### config.mk
export PLATFORM = sky130hd
export DESIGN_NAME = dcache_wt_flat
export DESIGN_NICKNAME = d
export VERILOG_FILES = /design/src/rtl/dcache_wt_if.sv /design/src/rtl/dcache_wt.sv /design/src/flat_wrapper.sv
export SDC_FILE = /design/constraint.sdc
export NUM_CORES = 1
export LEC_CHECK = 0
export ABC_AREA = 1
export CAP_MARGIN = 20
export CORE_ASPECT_RATIO = 0.6
export CORE_MARGIN = 2
export CORE_UTILIZATION = 45
export DETAILED_ROUTE_END_ITERATION = 10
export SLEW_MARGIN = 20
export SYNTH_ARGS = -nofsm -noshare
export SYNTH_HDL_FRONTEND = slang
export SYNTH_SLANG_ARGS = --single-unit
### constraint.sdc
create_clock -name clk -period 7 [get_ports clk]
set_clock_uncertainty 0.15 [all_clocks]
set_input_delay 1.05 -clock clk [delete_from_list [all_inputs] [get_ports clk]]
set_output_delay 1.05 -clock clk [all_outputs]
set_load 0.05 [all_outputs]
### src/rtl/dcache_wt_if.sv
// Word-wide backing-memory bus between the data cache and data memory.
// A request stays asserted with stable fields until the cycle mem_ack is high.
interface dcache_wt_if;
    logic        mem_req;
    logic        mem_we;
    logic [31:0] mem_addr;
    logic [31:0] mem_wdata;
    logic        mem_ack;
    logic [31:0] mem_rdata;

    modport master (
        output mem_req,
        output mem_we,
        output mem_addr,
        output mem_wdata,
        input  mem_ack,
        input  mem_rdata
    );

    modport slave (
        input  mem_req,
        input  mem_we,
        input  mem_addr,
        input  mem_wdata,
        output mem_ack,
        output mem_rdata
    );
endinterface

### src/rtl/dcache_wt.sv
// Direct-mapped, write-through, no-write-allocate data cache for the memory stage.
// Misses and every store go to backing memory; stallM freezes the pipeline meanwhile.
module dcache_wt #(
    parameter int LINES = 16
) (
    input  logic        clk,
    input  logic        reset,
    input  logic        memreqM,
    input  logic        memwriteM,
    input  logic [31:0] addrM,
    input  logic [31:0] writedataM,
    output logic [31:0] readdataM,
    output logic        stallM,
    output logic [1:0]  dbgState,
    dcache_wt_if.master bus
);
    localparam int IB = $clog2(LINES);
    localparam int TW = 32 - IB - 2;

    typedef enum logic [1:0] {IDLE = 2'd0, FILL = 2'd1, WRITE = 2'd2} state_t;

    state_t state, stateNext;

    logic [LINES-1:0] valid;
    logic [TW-1:0]    tagArr  [LINES];
    logic [31:0]      dataArr [LINES];

    logic [IB-1:0] index;
    logic [TW-1:0] tag;
    logic          hit;
    logic          stallRaw;
    logic          unusedByteBits;

    assign index          = addrM[IB+1:2];
    assign tag            = addrM[31:IB+2];
    assign hit            = valid[index] && (tagArr[index] == tag);
    assign readdataM      = dataArr[index];
    assign dbgState       = state;
    assign unusedByteBits = ^addrM[1:0];

    // Stall is qualified by memreqM so a held-off pipeline never sees it.
    assign stallM = memreqM & stallRaw;

    always_comb begin
        stateNext = state;
        stallRaw  = 1'b0;
        case (state)
            IDLE: begin
                if (memreqM) begin
                    if (memwriteM) begin
                        stallRaw  = 1'b1;
                        stateNext = WRITE;
                    end else if (!hit) begin
                        stallRaw  = 1'b1;
                        stateNext = FILL;
                    end
                end
            end
            FILL: begin
                stallRaw = 1'b1;
                if (bus.mem_ack) stateNext = IDLE;
            end
            WRITE: begin
                // The store retires in the ack cycle, so release the pipeline then.
                stallRaw = ~bus.mem_ack;
                if (bus.mem_ack) stateNext = IDLE;
            end
            default: stateNext = IDLE;
        endcase
    end

    always_ff @(posedge clk) begin
        if (reset) begin
            state         <= IDLE;
            valid         <= '0;
            bus.mem_req   <= 1'b0;
            bus.mem_we    <= 1'b0;
            bus.mem_addr  <= 32'h0;
            bus.mem_wdata <= 32'h0;
        end else begin
            state <= stateNext;
            case (state)
                IDLE: begin
                    if (memreqM && memwriteM) begin
                        bus.mem_req   <= 1'b1;
                        bus.mem_we    <= 1'b1;
                        bus.mem_addr  <= {addrM[31:2], 2'b00};
                        bus.mem_wdata <= writedataM;
                    end else if (memreqM && !hit) begin
                        bus.mem_req  <= 1'b1;
                        bus.mem_we   <= 1'b0;
                        bus.mem_addr <= {addrM[31:2], 2'b00};
                    end
                end
                FILL: begin
                    if (bus.mem_ack) begin
                        valid[index] <= 1'b1;
                        bus.mem_req  <= 1'b0;
                    end
                end
                WRITE: begin
                    if (bus.mem_ack) bus.mem_req <= 1'b0;
                end
                default: ;
            endcase
        end
    end

    // Tag/data arrays carry no reset; valid alone decides whether a line counts.
    always_ff @(posedge clk) begin
        if (!reset && bus.mem_ack) begin
            if (state == FILL) begin
                dataArr[index] <= bus.mem_rdata;
                tagArr[index]  <= tag;
            end else if (state == WRITE && hit) begin
                dataArr[index] <= writedataM;
            end
        end
    end
endmodule

### src/flat_wrapper.sv
// flat-port wrapper written by rule: the top's interface ports become plain ports
module dcache_wt_flat 
#(
    parameter int LINES = 16
)
  (clk, reset, memreqM, memwriteM, addrM, writedataM, readdataM, stallM, dbgState, bus_mem_req, bus_mem_we, bus_mem_addr, bus_mem_wdata, bus_mem_ack, bus_mem_rdata);
  dcache_wt_if bus_i ();
  input  logic clk;
  input  logic reset;
  input  logic memreqM;
  input  logic memwriteM;
  input  logic [31:0] addrM;
  input  logic [31:0] writedataM;
  output logic [31:0] readdataM;
  output logic stallM;
  output logic [1:0] dbgState;
  output wire logic [$bits(bus_i.mem_req)-1:0] bus_mem_req;
  output wire logic [$bits(bus_i.mem_we)-1:0] bus_mem_we;
  output wire logic [$bits(bus_i.mem_addr)-1:0] bus_mem_addr;
  output wire logic [$bits(bus_i.mem_wdata)-1:0] bus_mem_wdata;
  input wire logic [$bits(bus_i.mem_ack)-1:0] bus_mem_ack;
  input wire logic [$bits(bus_i.mem_rdata)-1:0] bus_mem_rdata;
  assign bus_mem_req = bus_i.mem_req;
  assign bus_mem_we = bus_i.mem_we;
  assign bus_mem_addr = bus_i.mem_addr;
  assign bus_mem_wdata = bus_i.mem_wdata;
  assign bus_i.mem_ack = bus_mem_ack;
  assign bus_i.mem_rdata = bus_mem_rdata;
  dcache_wt #(.LINES(LINES)) u_core (.clk(clk), .reset(reset), .memreqM(memreqM), .memwriteM(memwriteM), .addrM(addrM), .writedataM(writedataM), .readdataM(readdataM), .stallM(stallM), .dbgState(dbgState), .bus(bus_i));
endmodule
==> results.txt <==
Setup_tns: 0 ns
Die Height: 235.1 µm
Core area: 87860 µm²
RSZ-0062 raised after global routing: no
Share of the clock period used by the worst path: 0.7884
Net count, final: 3559
Fin crit period: 5.518 ns
Diode count: 0
Reg2Reg Setup Slack: 3.07 ns
Simple-gate portion of the synthesized area: 0.1300
Synth top area cells: edfxtp_1, nand2_1, a22oi_1
Setup violators final: 0
Leakage: 0.01703 µW
Initial Utilization: 0.4557
Mux share of post-synthesis cell area: 0
Post-CTS sizing: 0
Pwr Density: 275.4 nW/µm²
Compound-cell area share of the yosys netlist: 0.1014
Die X-Extent: 389.1 µm
Synth Cell Area: 40040 µm²
Synth Register Bits: 1010
Arrival time worst endpoint: 4.32 ns
I/O Buffers: 197
Initial DRC count: 3226
Syn Inst Count: 3235
Slew margin rel.: 0.2922
Layout area overhead: 17.77%
Post-Layout Cell Count: 4694
Worst hold slack: 0.3136 ns
Yosys Warn Count: 0
Sequential area share after synthesis: 0.7370
Clk buf depth: 3
Power share of the clock group: 0.402
Largest net degree at the start of global routing: 90
IR drop worst, VDD: 0.0002154 V
Vias in the first global route: 25560
Cells after DPL: 4518
Detailed Route WL: 109000 µm
DR pass1 iterations: 6
Synth Area in Adders: 0.001250
Cell taking the most area after synthesis: edfxtp_1
Root Buffer: clkbuf_16
GRT overflow: 0
Die area: 91450 µm²
Post-Syn Area per Cell: 12.38 µm²
CTS Sinks: 1010
Max-cap violations: 0
Switch share: 0.2332
Filler cells: 7223
Via count: 26210
CP Launch Type: primary input
# rows: 84
Slew @ Worst Pin: 1.055 ns
Post-DP HPWL: 61520 µm
Outcome: complete, no violations
Share of post-route cells with drive strength above 1: 0.08633
IO Pins: 202
Crit Path Category: primary input to primary output
Total track usage: 0.2361
Internal power: 9957 µW
Vias per cell: 5.583
Most common cell after layout, fill and taps aside: nand2_1
Reg clk slew, reported paths: 0.06 ns
Post-CTS Repair Setup Buffers: 0
H-tree levels: 3
Commonest cells after routing, fill and taps aside: nand2_1, edfxtp_1, a22oi_1, clkdlybuf4s50_1, nor2_1
Sequential power share: 0.512
CTS tree: built
Critical Path RT: 5.80 ns
DRC violations left: 0
WL/cell: 23.21 µm
Xor/xnor cell area share of the yosys netlist: 0
Cell variety after synth: 30
First-pass GRT wire length: 162200 µm
Sw power: 3028 µW
Tightest Hold Check Type: register to register
Largest family of logic cells by synthesized area: simple AND/OR/NAND/NOR gates
Max Freq: 181.2 MHz
Worst-skew pair later-pin latency: 0.68 ns
Final ANT Viol Nets: 0
Initial antenna violation count: 2
Multi-input gate area: 9620 µm²
Fin. Hold Viols: 0
Placer Congestion: 1.009
Share of the synthesized area in the top cell type: 0.6960
Crit. End Element: primary output
Crit Path Max Fanout: 62
CTS Buf Count: 92
Seq. cell area: 29510 µm²
Slew Viols, Final: 0
Combinational fraction of design power: 0.086
Hold_buf cts: 0
## power by group through the flow
stage               sequential (µW)  combinational (µW)  clock (µW)
global placement               6770                1090           0
CTS                            6650                1120        5300
finish                         6650                1120        5220
global route                   6650                1210        5530
floorplan                      6900                 541           0
detailed placement             6780                1110           0
## registers in the layout, indices dropped and copies added (netlist names)
name                  count
u_core.valid             16
u_core.dbgState           2
u_core.bus.mem_we         1
u_core.bus.mem_req        1
u_core.tagArr           416
u_core.bus.mem_addr      30
u_core.dataArr          512
u_core.bus.mem_wdata     32
## through the flow
step           total power, µW  area (µm²)  utilization  setup WS [ns]
2_1_floorplan             7440       40040            -          2.262
3_3_place_gp              7868       43940       0.5000          1.220
3_5_place_dp              7888       43960       0.5003          1.120
4_1_cts                  13060       47080       0.5358          1.486
5_1_grt                  13380       47150       0.5367          1.234
6_report                 12990       47150       0.5367          1.482
## synthesized netlist by cell type
cell type  instances
o21a_1             1
nor3_1            11
buf_4             10
buf_2             45
o22ai_1           16
buf_1             16
clkinv_1           1
o21ai_1           58
a21oi_1           84
inv_2              5
inv_1             84
edfxtp_1         928
nor2_4             1
buf_6             15
nor2_2             2
dfxtp_1           82
conb_1             1
ha_1               4
nand4_1           16
a21boi_0          64
nand2_2            1
nand2_1         1096
nor2_1           177
a22oi_1          264
nand3_1           47
clkbuf_1          92
o21bai_1           5
o21ai_0           76
or2_2              1
a2111o_1          32
## critical path, cell delays in order
cell	delay, ns
buf_2	0.11
buf_4	0.36
nand2_1	0.19
inv_6	0.51
buf_4	0.57
a22oi_1	0.16
a21boi_0	0.30
a2111o_1	0.17
clkdlybuf4s50_1	0.84
## metal layers
| metal | up-vias | share of wire | track usage |
|---|---|---|---|
| li1 | 12000 | - | - |
| met1 | 13000 | 0.46 | 0.3594 |
| met2 | 1075 | 0.44 | 0.3515 |
| met3 | 139 | 0.081 | 0.04571 |
| met4 | 2 | 0.018 | 0.05168 |
| met5 | - | 0.000092 | 0 |
## kinds of logic after synthesis
| group | after synthesis |
|---|---|
| adders and majority gates | 4 |
| AOI/OAI and AO/OA | 600 |
| and+or+nand+nor | 1352 |
| other | 1 |
| buffers and inverters | 268 |
| DFF | 1010 |
## worst paths after layout
kind | from | end | cells after the start
min | u_core.bus.mem_we$_SDFFE_PP0P_ | u_core.bus.mem_we$_SDFFE_PP0P_ | 2
min reg2reg | u_core.bus.mem_we$_SDFFE_PP0P_ | u_core.bus.mem_we$_SDFFE_PP0P_ | 2
max | addrM[3] | readdataM[6] | 9
max reg2reg | u_core.tagArr[9][15]$_DFFE_PP_ | u_core.dataArr[10][10]$_DFFE_PP_ | 14
## final cells by class
class	count	share of cell area
Sequential cell	1010	0.6258
Multi-Input combinational cell	1958	0.2040
Timing Repair Buffer	302	0.06591
Clock buffer	123	0.05453
Tap cell	1161	0.03081
Clock inverter	50	0.01162
Inverter	90	0.007323
(Power assumes the default switching activity.)
